**config.mk**
```make
export PLATFORM = sky130hd
export DESIGN_NAME = pipe_stage_skid
export DESIGN_NICKNAME = d
export VERILOG_FILES = /design/src/rtl/pipe_pkg.sv /design/src/rtl/pipe_sat_counter.sv /design/src/rtl/pipe_stage_skid.sv
export SDC_FILE = /design/constraint.sdc
export NUM_CORES = 1
export LEC_CHECK = 0
export BUFFER_PORTS_ARGS = -buffer_cell sky130_fd_sc_hd__buf_2
export CORE_AREA = 5 5 104 106
export CTS_CLUSTER_SIZE = 20
export DETAILED_ROUTE_END_ITERATION = 7
export DIE_AREA = 0 0 109 111
export PLACE_DENSITY_LB_ADDON = 0.25
export SLEW_MARGIN = 20
export SYNTH_ARGS = -nofsm -noshare
export SYNTH_HDL_FRONTEND = slang
export SYNTH_SLANG_ARGS = --single-unit
```
**constraint.sdc**
```tcl
create_clock -name clk -period 2.55 [get_ports clk]
set_clock_uncertainty 0.15 [all_clocks]
set_input_delay 0 -clock clk [delete_from_list [all_inputs] [get_ports clk]]
set_output_delay 0 -clock clk [all_outputs]
set_load 0.05 [all_outputs]
```
**src/rtl/pipe_pkg.sv**
```systemverilog
// Shared types and default widths for the skid-buffered pipeline stage.
package pipe_pkg;

    typedef enum logic [1:0] {
        ST_EMPTY = 2'd0,
        ST_FULL  = 2'd1,
        ST_SKID  = 2'd2
    } pipe_state_e;

    localparam int DEF_DATA_WIDTH = 32;
    localparam int DEF_CTRL_WIDTH = 16;
    localparam int DEF_CNT_WIDTH  = 16;

endpackage

```
**src/rtl/pipe_sat_counter.sv**
```systemverilog
// Saturating up-counter; holds at all-ones instead of wrapping.
module pipe_sat_counter
    import pipe_pkg::*;
#(
    parameter int CNT_WIDTH = DEF_CNT_WIDTH
) (
    input  logic                 clk,
    input  logic                 rst_n,
    input  logic                 inc,
    output logic [CNT_WIDTH-1:0] count
);

    localparam logic [CNT_WIDTH-1:0] CNT_MAX = {CNT_WIDTH{1'b1}};
    localparam logic [CNT_WIDTH-1:0] CNT_ONE = {{(CNT_WIDTH-1){1'b0}}, 1'b1};

    logic [CNT_WIDTH-1:0] count_r;

    // Count requested cycles, sticking at the maximum value.
    always_ff @(posedge clk) begin
        if (!rst_n) begin
            count_r <= {CNT_WIDTH{1'b0}};
        end else if (inc && (count_r != CNT_MAX)) begin
            count_r <= count_r + CNT_ONE;
        end else begin
            count_r <= count_r;
        end
    end

    assign count = count_r;

endmodule

```
**src/rtl/pipe_stage_skid.sv**
```systemverilog
// Pipeline stage register with valid/ready handshake, one-entry skid buffer,
// synchronous flush and a saturating bubble counter. All handshake outputs are flops.
module pipe_stage_skid
    import pipe_pkg::*;
#(
    parameter int DATA_WIDTH          = DEF_DATA_WIDTH,
    parameter int CTRL_WIDTH          = DEF_CTRL_WIDTH,
    parameter bit CLEAR_DATA_ON_FLUSH = 1'b0,
    parameter int CNT_WIDTH           = DEF_CNT_WIDTH
) (
    input  logic                  clk,
    input  logic                  rst_n,
    input  logic                  flush,
    input  logic                  in_valid,
    output logic                  in_ready,
    input  logic [CTRL_WIDTH-1:0] in_ctrl,
    input  logic [DATA_WIDTH-1:0] in_data,
    output logic                  out_valid,
    input  logic                  out_ready,
    output logic [CTRL_WIDTH-1:0] out_ctrl,
    output logic [DATA_WIDTH-1:0] out_data,
    output logic [CNT_WIDTH-1:0]  bubble_cnt
);

    pipe_state_e           state_r;
    logic [CTRL_WIDTH-1:0] main_ctrl_r;
    logic [DATA_WIDTH-1:0] main_data_r;
    logic [CTRL_WIDTH-1:0] skid_ctrl_r;
    logic [DATA_WIDTH-1:0] skid_data_r;
    logic                  out_valid_r;
    logic                  in_ready_r;
    logic                  accept_s;
    logic                  xfer_s;

    assign accept_s = in_valid & in_ready_r;
    assign xfer_s   = out_valid_r & out_ready;

    // State machine and storage; in_ready/out_valid flops track the next state directly.
    always_ff @(posedge clk) begin
        if (!rst_n) begin
            state_r     <= ST_EMPTY;
            main_ctrl_r <= {CTRL_WIDTH{1'b0}};
            main_data_r <= {DATA_WIDTH{1'b0}};
            skid_ctrl_r <= {CTRL_WIDTH{1'b0}};
            skid_data_r <= {DATA_WIDTH{1'b0}};
            out_valid_r <= 1'b0;
            in_ready_r  <= 1'b1;
        end else if (flush) begin
            state_r     <= ST_EMPTY;
            main_ctrl_r <= {CTRL_WIDTH{1'b0}};
            skid_ctrl_r <= {CTRL_WIDTH{1'b0}};
            out_valid_r <= 1'b0;
            in_ready_r  <= 1'b1;
            if (CLEAR_DATA_ON_FLUSH) begin
                main_data_r <= {DATA_WIDTH{1'b0}};
                skid_data_r <= {DATA_WIDTH{1'b0}};
            end
        end else begin
            case (state_r)
                ST_EMPTY: begin
                    if (accept_s) begin
                        main_ctrl_r <= in_ctrl;
                        main_data_r <= in_data;
                        state_r     <= ST_FULL;
                        out_valid_r <= 1'b1;
                    end
                end
                ST_FULL: begin
                    if (accept_s && xfer_s) begin
                        main_ctrl_r <= in_ctrl;
                        main_data_r <= in_data;
                    end else if (xfer_s) begin
                        state_r     <= ST_EMPTY;
                        out_valid_r <= 1'b0;
                    end else if (accept_s) begin
                        // Downstream stalled: park the beat so in_ready never depends on out_ready.
                        skid_ctrl_r <= in_ctrl;
                        skid_data_r <= in_data;
                        state_r     <= ST_SKID;
                        in_ready_r  <= 1'b0;
                    end
                end
                ST_SKID: begin
                    if (xfer_s) begin
                        main_ctrl_r <= skid_ctrl_r;
                        main_data_r <= skid_data_r;
                        state_r     <= ST_FULL;
                        in_ready_r  <= 1'b1;
                    end
                end
                default: begin
                    state_r     <= ST_EMPTY;
                    out_valid_r <= 1'b0;
                    in_ready_r  <= 1'b1;
                end
            endcase
        end
    end

    pipe_sat_counter #(
        .CNT_WIDTH(CNT_WIDTH)
    ) u_bubble_cnt (
        .clk  (clk),
        .rst_n(rst_n),
        .inc  (~out_valid_r),
        .count(bubble_cnt)
    );

    assign in_ready  = in_ready_r;
    assign out_valid = out_valid_r;
    assign out_data  = main_data_r;
    assign out_ctrl  = main_ctrl_r & {CTRL_WIDTH{out_valid_r}};

endmodule

```
==> metrics.log, run 1 <==
INFO  metric tritoncts.num_buffers = 17
INFO  metric worstPathRequired = 2800 ps
INFO  metric first_iter_violations = 274
INFO  metric grt_pass1_vias = 5,010
INFO  metric clock_root_buffer_master = sky130_fd_sc_hd__clkbuf_8
INFO  metric ys.flop_type = sky130_fd_sc_hd__dfxtp_1
INFO  metric critical_path.max_stage_delay = 590 ps
INFO  metric unrepaired_setup_endpoints_after_global_routing = false
INFO  metric cts_tree = yes
INFO  metric number_of_top_level_pins = 119
INFO  metric start_util = 52.6%
INFO  metric clock_insertion_delay_worst_skew = 510 ps
INFO  metric syn2layout_area_growth = 40.1%
INFO  metric final_max_slew_viol_count = 0
INFO  metric ys_async_sr_fraction = 0%
INFO  metric clkTransAtPathRegs = 60 ps
INFO  metric drv_cap = 0
INFO  metric total_power_divided_by_cell_area = 704 mW/mm²
INFO  metric cts.repair_timing.setup_buffer_count = 0
INFO  metric number_of_vias_in_the_routed_layout = 4,997
INFO  metric last_weighted_congestion_value_of_the_routability_driven_placer = 0.812
INFO  metric placement.setup.worst_slack = 276 ps
INFO  metric count_of_endpoints_failing_setup_in_the_final_report = 0
INFO  metric synth_area_per_cell = 8.97 µm²
INFO  metric route.final.wire_length = 14,100 µm
INFO  metric detailed_place_hpwl = 8350 µm
INFO  metric die_height = 111 µm
INFO  metric synth_top_cell_area_share = 45.6%
INFO  metric synth_commonest_cells = sky130_fd_sc_hd__dfxtp_1, sky130_fd_sc_hd__mux2i_1, sky130_fd_sc_hd__nand2_1
INFO  metric setup.worst_path.end_class = flip-flop
INFO  metric area.sequential = 0.00232 mm²
INFO  metric tns = 0 ps
INFO  metric outcome = complete, no violations
INFO  metric max-slew-margin-rel = 50.4%
INFO  metric multiInputGateArea = 0.00256 mm²
INFO  metric crit_type = flip-flop to flip-flop
INFO  metric timing.final.hold_violations = 0
INFO  metric finalWorstSetupSlack = 134 ps
INFO  metric io_buffers = 118
INFO  metric power.leakage = 3.42 nW
INFO  metric postSynthCellCount = 568
INFO  metric grt_start_max_net_pins = 80
INFO  metric overflow = 0
INFO  metric total_drc_errors_in_the_routed_layout = 0
INFO  metric path_max_fanout = 64
INFO  metric grt_antenna_before_repair = 1
INFO  metric yosys_warnings = 0
INFO  metric std_cell_rows = 36
INFO  metric fin_crit_sh = 94.7%
INFO  metric yosysUniqueCellTypes = 38
INFO  metric synth_area_leaders = sky130_fd_sc_hd__dfxtp_1, sky130_fd_sc_hd__mux2i_1, sky130_fd_sc_hd__a31o_2, sky130_fd_sc_hd__nor4_1, sky130_fd_sc_hd__nand3_1
INFO  metric mappedNetlistNets = 622
INFO  metric part_of_the_yosys_area_used_for_sequential_elements = 45.6%
INFO  metric synth_largest_area_cell = sky130_fd_sc_hd__dfxtp_1
INFO  metric worst_ir_drop_vdd = 0.461 mV
INFO  metric post-synth-top-count-cell = sky130_fd_sc_hd__dfxtp_1
INFO  metric synth_edf_count = 0
INFO  metric nets = 794
INFO  metric grt_util_all_layers = 23.8%
INFO  metric fp.dieArea = 0.0121 mm²
INFO  metric core = 0.00968 mm²
INFO  metric cell_area_after_synthesis = 0.00509 mm²
INFO  metric wire_per_inst = 15.9 µm
INFO  metric post_drt_via_cell_ratio = 5.63
INFO  metric clock_tree.htree_level_count = 4
INFO  metric startpoint_type = flip-flop
INFO  metric post_route_antenna_net_violation_count = 0
INFO  metric worst_path_max_delay_cell = sky130_fd_sc_hd__dlygate4sd3_1
INFO  metric num-fill-cells = 700
INFO  metric worst_min_path_class = primary input to flip-flop
INFO  metric max_freq = 0.414 GHz
INFO  metric ys_ff_latch = 116
INFO  metric max_slew.worst_pin.slew = 744 ps
INFO  metric clock_tree.buffer_depth = 2
INFO  metric timing.critical_path.arrival = 2670 ps
INFO  metric finalWorstPathRequiredPeriod = 2420 ps
INFO  metric dieWidth = 109 µm
INFO  metric post_route_cells_drive_above_1_share = 26.4%
INFO  metric grt_first_pass_wirelength = 23,200 µm
INFO  metric cts.sink_count = 116
INFO  metric firstDrtPassIters = 5
INFO  metric worstPathCellList = a21boi_1 > nand4b_1 > buf_6 > nand3_1 > o21ai_0 > dlygate4sd3_1
-- worst paths after layout --
kind,cells after the start,from,slack [ps],to
setup reg to reg,6,state_r[0]$_SDFFE_PP0P_,130,skid_data_r[10]$_SDFFE_PN0P_
hold reg to reg,2,skid_data_r[20]$_SDFFE_PN0P_,320,skid_data_r[20]$_SDFFE_PN0P_
setup / recovery,6,state_r[0]$_SDFFE_PP0P_,130,skid_data_r[10]$_SDFFE_PN0P_
hold / removal,4,in_ctrl[12],130,skid_ctrl_r[12]$_SDFFE_PP0P_
-- sequential cells by signal (all words and copies together), names as in the netlist --
signal,flops
in_ready,1
main_ctrl_r,16
out_data,32
out_valid,1
skid_ctrl_r,16
skid_data_r,32
state_r,2
u_bubble_cnt.count,16
-- where the power goes --
part | internal (W) | total (W) | switching [W]
Clock | 0.00173 | 0.00254 | 0.000809
Sequential | 0.00187 | 0.00191 | 0.0000410
Combinational | 0.000222 | 0.000575 | 0.000353
Total | 0.00382 | 0.00502 | 0.00120
-- cells in the final DEF (no fill, tap or decap), types with 3 or more instances in the layout --
cell                            synthesis  layout
sky130_fd_sc_hd__a21oi_1               13      13
sky130_fd_sc_hd__and2_1                17      17
sky130_fd_sc_hd__bufinv_16              0       5
sky130_fd_sc_hd__nand4_1                3       3
sky130_fd_sc_hd__o21ai_0               38      38
sky130_fd_sc_hd__nand2b_1               7       6
sky130_fd_sc_hd__nand4b_1               3       3
sky130_fd_sc_hd__clkinv_2               0       4
sky130_fd_sc_hd__clkbuf_1              34       3
sky130_fd_sc_hd__nand3_1               40      40
sky130_fd_sc_hd__dfxtp_1              116     115
sky130_fd_sc_hd__a211oi_1              20      20
sky130_fd_sc_hd__and3_1                 5       5
sky130_fd_sc_hd__dlygate4sd3_1          0      72
sky130_fd_sc_hd__inv_1                  8       8
sky130_fd_sc_hd__nor4_1                34      34
sky130_fd_sc_hd__mux2i_1               69      69
sky130_fd_sc_hd__buf_2                  8     117
sky130_fd_sc_hd__clkbuf_8               0       3
sky130_fd_sc_hd__a31oi_1                4       4
sky130_fd_sc_hd__clkbuf_16              0      16
sky130_fd_sc_hd__nor2_1                39      39
sky130_fd_sc_hd__nand2_1               49      49
sky130_fd_sc_hd__buf_4                  0      12
sky130_fd_sc_hd__a31o_2                33      33
-- routing by layer --
| metal | vias up | GRT usage (%) | share of wire (%) |
|---|---|---|---|
| met3 | 34 | 6.12 | 6.5 |
| li1 | 2414 | - | - |
| met5 | - | 0 | 0 |
| met1 | 2358 | 27.2 | 40 |
| met4 | 0 | 11.0 | 2.7 |
| met2 | 191 | 40.9 | 51 |
-- through the flow --
step	power [W]	cell area [µm²]	cells	hold WS, ps	util, %
after global placement	0.00242	5780	782	98.6	59.7
final	0.00502	7140	887	130	73.7
after floorplan	0.00228	5090	568	-10.1	-
after global routing	0.00521	7140	887	150	73.7
after detailed placement	0.00244	5780	782	114	59.7
after CTS	0.00504	7130	886	114	73.6
-- kinds of logic (layout without fill, tap and decap cells) --
logic type	count (synthesis)	after routing	synth area share, %
mux	69	69	13.6
simple gates	208	208	20.8
buf+inv	58	243	4.47
other cells	0	1	0
compound gates	116	116	15.3
flops	116	116	45.6
fa+ha+maj	1	1	0.246
-- critical path, delay by kind of cell, from the launching register on --
| family | cells | cell delay, ps |
|---|---|---|
| buffers and inverters | 2 | 860 |
| and+or+nand+nor | 2 | 310 |
| DFF | 1 | 410 |
| AOI/OAI and AO/OA | 2 | 550 |
-- timing repair --
item | 4_1_cts | 5_1_grt
hold buffers | 72 | 0
endpoints found under the hold margin | 100 | 0
resized for setup | 0 | 2
endpoints found under the setup margin | 0 | 10
-- layout make-up --
type,count,share of cell area (%)
flip-flops and latches,116,32.6
repair buffers,203,20.0
diodes,1,0.0351
well taps,133,2.33
clock inverters,10,2.49
clock buffers,22,6.35
multi-input cells,394,35.8
inverters,8,0.421
Note: power is estimated with default switching activity, not from simulation.
==> inputs of run 2 (changes only) <==
Settings changed: CORE_AREA 5 5 104 106 to 5 5 110 112, DIE_AREA 0 0 109 111 to 0 0 115 117, SYNTH_HIERARCHICAL set to 1.
==> run 2 against run 1 <==
Against the previous run: fmax increased by 15%; worst hold slack gained 120 ps; sequential share of layout area fell by 1.6 points.
==> metrics.log, run 2 <==
INFO  metric synth_largest_area_cell = sky130_fd_sc_hd__dfxtp_1
INFO  metric post_route_cells_drive_above_1_share = 30.9% (+4.5 points)
INFO  metric core = 0.0111 mm² (+15%)
INFO  metric nets = 796 (+0.25%)
INFO  metric most_frequent_standard_cell_in_the_layout_excluding_fill_and_tap_cells = sky130_fd_sc_hd__buf_2
INFO  metric yosysUniqueCellTypes = 52 (+37%)
INFO  metric final_max_slew_viol_count = 0 (unchanged)
INFO  metric fp.dieArea = 0.0135 mm² (+11%)
INFO  metric syn2layout_area_growth = 28.4%
INFO  metric antenna_cells = 0 (-1)
INFO  metric synth_area_per_cell = 9.78 µm² (+9.1%)
INFO  metric grt_first_pass_wirelength = 25,900 µm (+12%)
INFO  metric detailed_place_hpwl = 9950 µm (+19%)
INFO  metric clock_root_buffer_master = sky130_fd_sc_hd__clkbuf_16
INFO  metric setup.worst_path.end_class = flip-flop
INFO  metric start_util = 52.5% (-0.10 points)
INFO  metric worstPathRequired = 2730 ps (-70 ps)
INFO  metric unrepaired_setup_endpoints_after_global_routing = false
INFO  metric io_buffers = 118 (unchanged)
INFO  metric hold_ws = 252 ps (+122 ps)
INFO  metric post-synth-top-count-cell = sky130_fd_sc_hd__dfxtp_1
INFO  metric last_weighted_congestion_value_of_the_routability_driven_placer = 0.821 (+1.0%)
INFO  metric tns = 0 ps (unchanged)
INFO  metric ys.flop_type = sky130_fd_sc_hd__dfxtp_1
INFO  metric timing.hold.worst_path_depth = 4 (unchanged)
INFO  metric power = 0.00486 W (-3.3%)
INFO  metric clock_tree.htree_level_count = 4 (unchanged)
INFO  metric tritoncts.num_buffers = 17 (unchanged)
INFO  metric final_cell_mix = sky130_fd_sc_hd__buf_2, sky130_fd_sc_hd__dfxtp_1, sky130_fd_sc_hd__a21oi_1
INFO  metric comb_power_share = 15.2% (+3.8 points)
INFO  metric p_sw_share = 26.9% (+3.0 points)
INFO  metric post_layout_nonfiller_instances = 896 (+1.0%)
INFO  metric cts.repair_timing.setup_buffer_count = 0 (unchanged)
INFO  metric wire_per_inst = 17.7 µm (+11%)
INFO  metric number_of_top_level_pins = 119 (unchanged)
INFO  metric seq_power_share = 39.7% (+1.7 points)
INFO  metric finalWorstPathRequiredPeriod = 2100 ps (-313 ps)
INFO  metric grt_start_max_net_pins = 36 (-55%)
INFO  metric grt_antenna_before_repair = 0 (-1)
INFO  metric startpoint_type = flip-flop
INFO  metric clock_insertion_delay_worst_skew = 410 ps (-100 ps)
INFO  metric reg2regPathDepth = 5 (-1)
INFO  metric postSynthCellCount = 597 (+5.1%)
INFO  metric timing.final.hold_violations = 0 (unchanged)
INFO  metric synth_edf_count = 0 (unchanged)
INFO  metric firstDrtPassIters = 5 (unchanged)
INFO  metric synth_commonest_cells = sky130_fd_sc_hd__dfxtp_1, sky130_fd_sc_hd__a21oi_1, sky130_fd_sc_hd__nand3_1
INFO  metric grt_pass1_vias = 5,223 (+4.3%)
INFO  metric number_of_vias_in_the_routed_layout = 5,436 (+8.8%)
INFO  metric ctsHoldBuffers = 53 (-26%)
INFO  metric dieWidth = 115 µm (+5.5%)
INFO  metric worst_min_path_class = primary input to flip-flop
INFO  metric first_iter_violations = 286 (+4.4%)
INFO  metric std_cell_rows = 39 (+8.3%)
INFO  metric timing.critical_path.arrival = 2280 ps (-390 ps)
INFO  metric cts.sink_count = 116 (unchanged)
INFO  metric fin_crit_sh = 82.5% (-12 points)
INFO  metric path_max_fanout = 16 (-75%)
INFO  metric max_slew.worst_pin.slew = 789 ps (+45.4 ps)
INFO  metric crit_type = flip-flop to flip-flop
INFO  metric count_of_endpoints_failing_setup_in_the_final_report = 0 (unchanged)
INFO  metric overflow = 0 (unchanged)
INFO  metric grt_util_all_layers = 24.0% (+0.18 points)
INFO  metric die_height = 117 µm (+5.4%)
INFO  metric clock_power_share = 45.0% (-5.5 points)
INFO  metric p_sw = 0.00131 W (+8.6%)
INFO  metric cellInternalPower = 0.00355 W (-7.1%)
INFO  metric post_drt_via_cell_ratio = 6.07 (+7.7%)
INFO  metric max_freq = 0.476 GHz (+15%)
INFO  metric clkTransAtPathRegs = 50 ps (about the same)
INFO  metric postPlaceCellArea = 0.00642 mm² (+11%)
INFO  metric design_area = 0.00750 mm² (+5.0%)
INFO  metric yosys_warnings = 6 (+6)
INFO  metric ys_async_sr_fraction = 0% (unchanged)
INFO  metric worst_ir_drop_vdd = 0.424 mV (-8.1%)
INFO  metric part_of_the_yosys_area_used_for_sequential_elements = 39.8% (-5.8 points)
INFO  metric total_drc_errors_in_the_routed_layout = 0 (unchanged)
INFO  metric ys_ff_latch = 116 (unchanged)
INFO  metric post_route_antenna_net_violation_count = 0 (unchanged)
INFO  metric clock_tree.buffer_depth = 2 (unchanged)
INFO  metric cts_tree = yes
INFO  metric synth_area_leaders = sky130_fd_sc_hd__dfxtp_1, sky130_fd_sc_hd__mux2i_1, sky130_fd_sc_hd__a211oi_2, sky130_fd_sc_hd__a221oi_2, sky130_fd_sc_hd__a21oi_1
INFO  metric place_inst = 813 (+4.0%)
INFO  metric mappedNetlistNets = 651 (+4.7%)
INFO  metric cell_area_after_synthesis = 0.00584 mm² (+15%)
INFO  metric cts_resized = 0 (unchanged)
INFO  metric power.leakage = 3.17 nW (-7.4%)
INFO  metric total_power_divided_by_cell_area = 648 mW/mm² (-7.9%)
INFO  metric max-slew-margin-rel = 47.3% (-3.1 points)
INFO  metric synth_top_cell_area_share = 39.8% (-5.8 points)
INFO  metric route.final.wire_length = 15,900 µm (+12%)
INFO  metric outcome = complete, no violations
INFO  metric drv_cap = 0 (unchanged)
run 2: area by class of cell:
type	instances	area [µm²]
fill	890	3630
multi-input combinational	408	3090
sequential	116	2320
timing repair buffer	192	1330
clock buffer	26	529
tap	143	179
inverter	7	26.3
clock inverter	4	20.0
run 2: per-stage QoR:
step | setup slack [ps] | utilization [%]
global route | 353 | 67.4
detailed placement | 392 | 57.7
global placement | 506 | 57.7
finish | 447 | 67.4
floorplan | 455 | -
CTS | 376 | 67.4
run 2: cells by family (layout without fill, tap and decap cells):
logic type	count (synthesis)	after routing	synth area share [%]
muxes	51	51	8.74
adders and majority gates	1	1	0.214
AOI/OAI and AO/OA	227	227	30.6
xor gates and xnor gates	2	2	0.300
buffers and inverters	73	229	7.71
and+or+nand+nor	127	127	12.7
DFF	116	116	39.8
run 2: metal layers:
metal | routed length (µm) | track usage (%)
met1 | 6620 | 29.6
met2 | 7830 | 39.9
met3 | 1080 | 5.66
met4 | 361 | 11.2
met5 | 0 | 0
run 2: path summary, 6_finish.rpt:
path,slack (ps),from,to
setup reg to reg,450,state_r[1]$_SDFFE_PP0P_,skid_data_r[4]$_SDFFE_PN0P_
hold / removal,250,in_data[20],skid_data_r[20]$_SDFFE_PN0P_
setup / recovery,450,state_r[1]$_SDFFE_PP0P_,skid_data_r[4]$_SDFFE_PN0P_
hold reg to reg,320,skid_ctrl_r[0]$_SDFFE_PP0P_,skid_ctrl_r[0]$_SDFFE_PP0P_
run 2: worst max-delay path, stage by stage, from the launching register on:
cell                       delay [ps]
sky130_fd_sc_hd__dfxtp_1          420
sky130_fd_sc_hd__and4bb_2         660
sky130_fd_sc_hd__buf_4            310
sky130_fd_sc_hd__buf_4            200
sky130_fd_sc_hd__nand3_1          100
sky130_fd_sc_hd__a21oi_1          170
run 2: power by group through the flow:
stage               Clock [W]  Combinational [W]  Sequential [W]
global route          0.00231           0.000792         0.00194
global placement            0           0.000657         0.00196
CTS                   0.00222           0.000738         0.00193
floorplan                   0           0.000356         0.00211
finish                0.00219           0.000740         0.00193
detailed placement          0           0.000674         0.00196
==> inputs of run 3 (changes only) <==
Settings changed: CORE_AREA 5 5 110 112 to 5 5 115 117, DIE_AREA 0 0 115 117 to 0 0 120 122.
Clock period 2.55 ns to 1.9 ns, I/O delays scaled along.
==> run 3 against run 2 <==
Against the previous run: core utilization decreased by 5.0 points; register-to-register slack worse by 360 ps; cell count up 2.0%; clock power increased by 36%; cell area is 2.0% higher; largest power group unchanged.
==> metrics.log, run 3 (synthesis gave the netlist of run 2 again) <==
INFO  metric post_route_antenna_net_violation_count = 0 (unchanged)
INFO  metric num-fill-cells = 998 (+12%)
INFO  metric comb_power_share = 15.4% (+0.2 points)
INFO  metric grt_antenna_before_repair = 0 (unchanged)
INFO  metric met2_usage = 35.0% (-4.9 points)
INFO  metric hold_end = skid_data_r[23]$_SDFFE_PN0P_
INFO  metric groute.layer.met3.usage = 4.87% (-0.78 points)
INFO  metric max_freq = 0.550 GHz (+16%)
INFO  metric overflow = 0 (unchanged)
INFO  metric final_cell_mix = sky130_fd_sc_hd__buf_2, sky130_fd_sc_hd__dfxtp_1, sky130_fd_sc_hd__a21oi_1
INFO  metric start_util = 47.6% (-4.9 points)
INFO  metric grt_first_pass_wirelength = 26,000 µm (+0.19%)
INFO  metric worstPathCellList = and4b_2 > a22o_4 > a211oi_1
INFO  metric seq_power_share = 39.5% (-0.2 points)
INFO  metric core = 0.0123 mm² (+10%)
INFO  metric total_power_divided_by_cell_area = 860 mW/mm² (+33%)
INFO  metric wire_per_inst = 17.4 µm (-1.6%)
INFO  metric hold_ws = 247 ps (-4.98 ps)
INFO  metric number_of_top_level_pins = 119 (unchanged)
INFO  metric holdCritStartpoint = in_data[23]
INFO  metric power = 0.00658 W (+35%)
INFO  metric critical_path.n_buffers_inverters = 0 (-2)
INFO  metric most_frequent_standard_cell_in_the_layout_excluding_fill_and_tap_cells = sky130_fd_sc_hd__buf_2
INFO  metric finalWorstSetupSlack = 82.7 ps (-365 ps)
INFO  metric startpoint_type = flip-flop
INFO  metric cts.sink_count = 116 (unchanged)
INFO  metric setup.worst_path.end_class = flip-flop
INFO  metric crit_type = flip-flop to flip-flop
INFO  metric tritoncts.num_buffers = 17 (unchanged)
INFO  metric clock_insertion_delay_worst_skew = 410 ps (about the same)
INFO  metric std_cell_rows = 41 (+5.1%)
INFO  metric outcome = complete, no violations
INFO  metric grt_pass1_vias = 5,245 (+0.42%)
INFO  metric crit_family = compound AO/OA/AOI/OAI gates
INFO  metric fin_crit_sh = 95.6% (+13 points)
INFO  metric worst_path_max_delay_cell = sky130_fd_sc_hd__dfxtp_1
INFO  metric worstReg2RegStart = state_r[1]$_SDFFE_PP0P_
INFO  metric grt_start_max_net_pins = 35 (-2.8%)
INFO  metric post_drt_via_cell_ratio = 5.91 (-2.6%)
INFO  metric cts.repair_timing.setup_buffer_count = 0 (unchanged)
INFO  metric clock_power_share = 45.1% (about the same)
INFO  metric reg2regPathDepth = 3 (-2)
INFO  metric detailed_place_hpwl = 10,300 µm (+3.5%)
INFO  metric critical_path.max_stage_delay = 500 ps (-160 ps)
INFO  metric worst_min_path_class = primary input to flip-flop
INFO  metric p_sw_share = 26.9% (about the same)
INFO  metric placement.setup.worst_slack = 116 ps (-276 ps)
INFO  metric clock_tree.buffer_depth = 2 (unchanged)
INFO  metric number_of_vias_in_the_routed_layout = 5,399 (-0.68%)
INFO  metric timing.critical_path.arrival = 1920 ps (-360 ps)
INFO  metric post_route_cells_drive_above_1_share = 33.9% (+3.0 points)
INFO  metric post_layout_nonfiller_instances = 914 (+2.0%)
INFO  metric io_buffers = 118 (unchanged)
INFO  metric count_of_endpoints_failing_setup_in_the_final_report = 0 (unchanged)
INFO  metric cellInternalPower = 0.00481 W (+35%)
INFO  metric place_inst = 830 (+2.1%)
INFO  metric p_sw = 0.00177 W (+35%)
INFO  metric clock_root_buffer_master = sky130_fd_sc_hd__clkbuf_16
INFO  metric antenna_cells = 0 (unchanged)
INFO  metric clock_tree.htree_level_count = 4 (unchanged)
INFO  metric max_slew.worst_pin.slew = 611 ps (-178 ps)
INFO  metric path_max_fanout = 32 (+16)
INFO  metric gr-usage-met1 = 28.1% (-1.5 points)
INFO  metric timing.hold.worst_path_depth = 4 (unchanged)
INFO  metric max-slew-margin-rel = 58.7% (+11 points)
INFO  metric clkTransAtPathRegs = 50 ps (about the same)
INFO  metric regToRegSetupSlack = 80 ps (-360 ps)
INFO  metric finish.utilization = 62.4% (-5.0 points)
INFO  metric power.leakage = 3.24 nW (+2.4%)
INFO  metric top_usage_layer = met2
INFO  metric cts_tree = yes
INFO  metric grt_util_all_layers = 21.7% (-2.3 points)
INFO  metric first_iter_violations = 404 (+41%)
INFO  metric firstDrtPassIters = 5 (unchanged)
INFO  metric worstPathRequired = 2010 ps (-720 ps)
INFO  metric total_drc_errors_in_the_routed_layout = 0 (unchanged)
INFO  metric dieWidth = 120 µm (+4.3%)
INFO  metric timing.final.hold_violations = 0 (unchanged)
INFO  metric drv_cap = 0 (unchanged)
INFO  metric final_max_slew_viol_count = 0 (unchanged)
INFO  metric syn2layout_area_growth = 31.0%
INFO  metric fp.dieArea = 0.0146 mm² (+8.8%)
INFO  metric nets = 805 (+1.1%)
INFO  metric route.final.wire_length = 15,900 µm (+0.37%)
INFO  metric r2r-end = out_data[0]$_SDFFE_PN0P_
INFO  metric last_weighted_congestion_value_of_the_routability_driven_placer = 0.817 (-0.40%)
INFO  metric die_height = 122 µm (+4.3%)
INFO  metric worst_ir_drop_vdd = 0.568 mV (+34%)
INFO  metric finalWorstPathRequiredPeriod = 1820 ps (-285 ps)
-- run 3: cell types whose count changed in the layout (fill, tap and decap cells not counted), sizes merged --
cell,delta
clkbuf,+3
buf,+10
dlygate4sd3,-1
clkinv,-1
-- run 3: worst register-to-register path, stage by stage, from the launching register on --
cell and delay [ps]:
sky130_fd_sc_hd__dfxtp_1 500, sky130_fd_sc_hd__and4b_2 340, sky130_fd_sc_hd__a22o_4 500, sky130_fd_sc_hd__a211oi_1 180
-- run 3: how the worst max path moves through the flow --
stage | from | cells past startpoint | slack, ps | end
after floorplan | u_bubble_cnt/count[0]$_SDFFE_PN0P_ | 6 | 20 | u_bubble_cnt/count[15]$_SDFFE_PN0P_
after global placement | out_valid$_SDFFE_PP0P_ | 4 | 140 | u_bubble_cnt/count[7]$_SDFFE_PN0P_
after detailed placement | state_r[1]$_SDFFE_PP0P_ | 3 | 120 | out_data[0]$_SDFFE_PN0P_
after CTS | state_r[1]$_SDFFE_PP0P_ | 3 | 100 | out_data[0]$_SDFFE_PN0P_
after global routing | out_valid$_SDFFE_PP0P_ | 5 | -10 | u_bubble_cnt/count[6]$_SDFFE_PN0P_
final | state_r[1]$_SDFFE_PP0P_ | 3 | 80 | out_data[0]$_SDFFE_PN0P_
-- run 3: through the flow --
stage	area (µm²)	setup TNS [ps]
after floorplan	5860	0
after global routing	7650	-12.3
after detailed placement	6570	0
after global placement	6570	0
final	7650	0
after CTS	7650	0
-- run 3: power groups by stage --
stage	logic, W	registers [W]	clock network, W
after detailed placement	0.000925	0.00264	0
final	0.00101	0.00259	0.00297
after global routing	0.00108	0.00260	0.00313
after CTS	0.00101	0.00259	0.00301
after global placement	0.000906	0.00264	0
after floorplan	0.000478	0.00283	0
-- run 3: timing repair --
| action | in CTS | in global routing |
|---|---|---|
| endpoints found under the setup margin | 0 | 1 |
| hold endpoints to repair | 103 | 0 |
| hold buffers | 52 | 0 |
| resized for setup | 0 | 1 |
-- run 3: cell type report --
class / count / area (µm²) / area share (%)
clock buffer: 29 / 541 / 7.07
clock inverter: 3 / 15.0 / 0.196
inverter: 7 / 26.3 / 0.343
multi-input combinational: 408 / 3090 / 40.4
sequential: 116 / 2340 / 30.6
tap: 150 / 188 / 2.45
timing repair buffer: 201 / 1440 / 18.9
-- run 3: metal layers --
metal | up-vias | share of wire (%)
met5 | - | 0
met4 | 0 | 1.9
met3 | 24 | 6.1
met2 | 183 | 47
met1 | 2603 | 45
li1 | 2589 | -
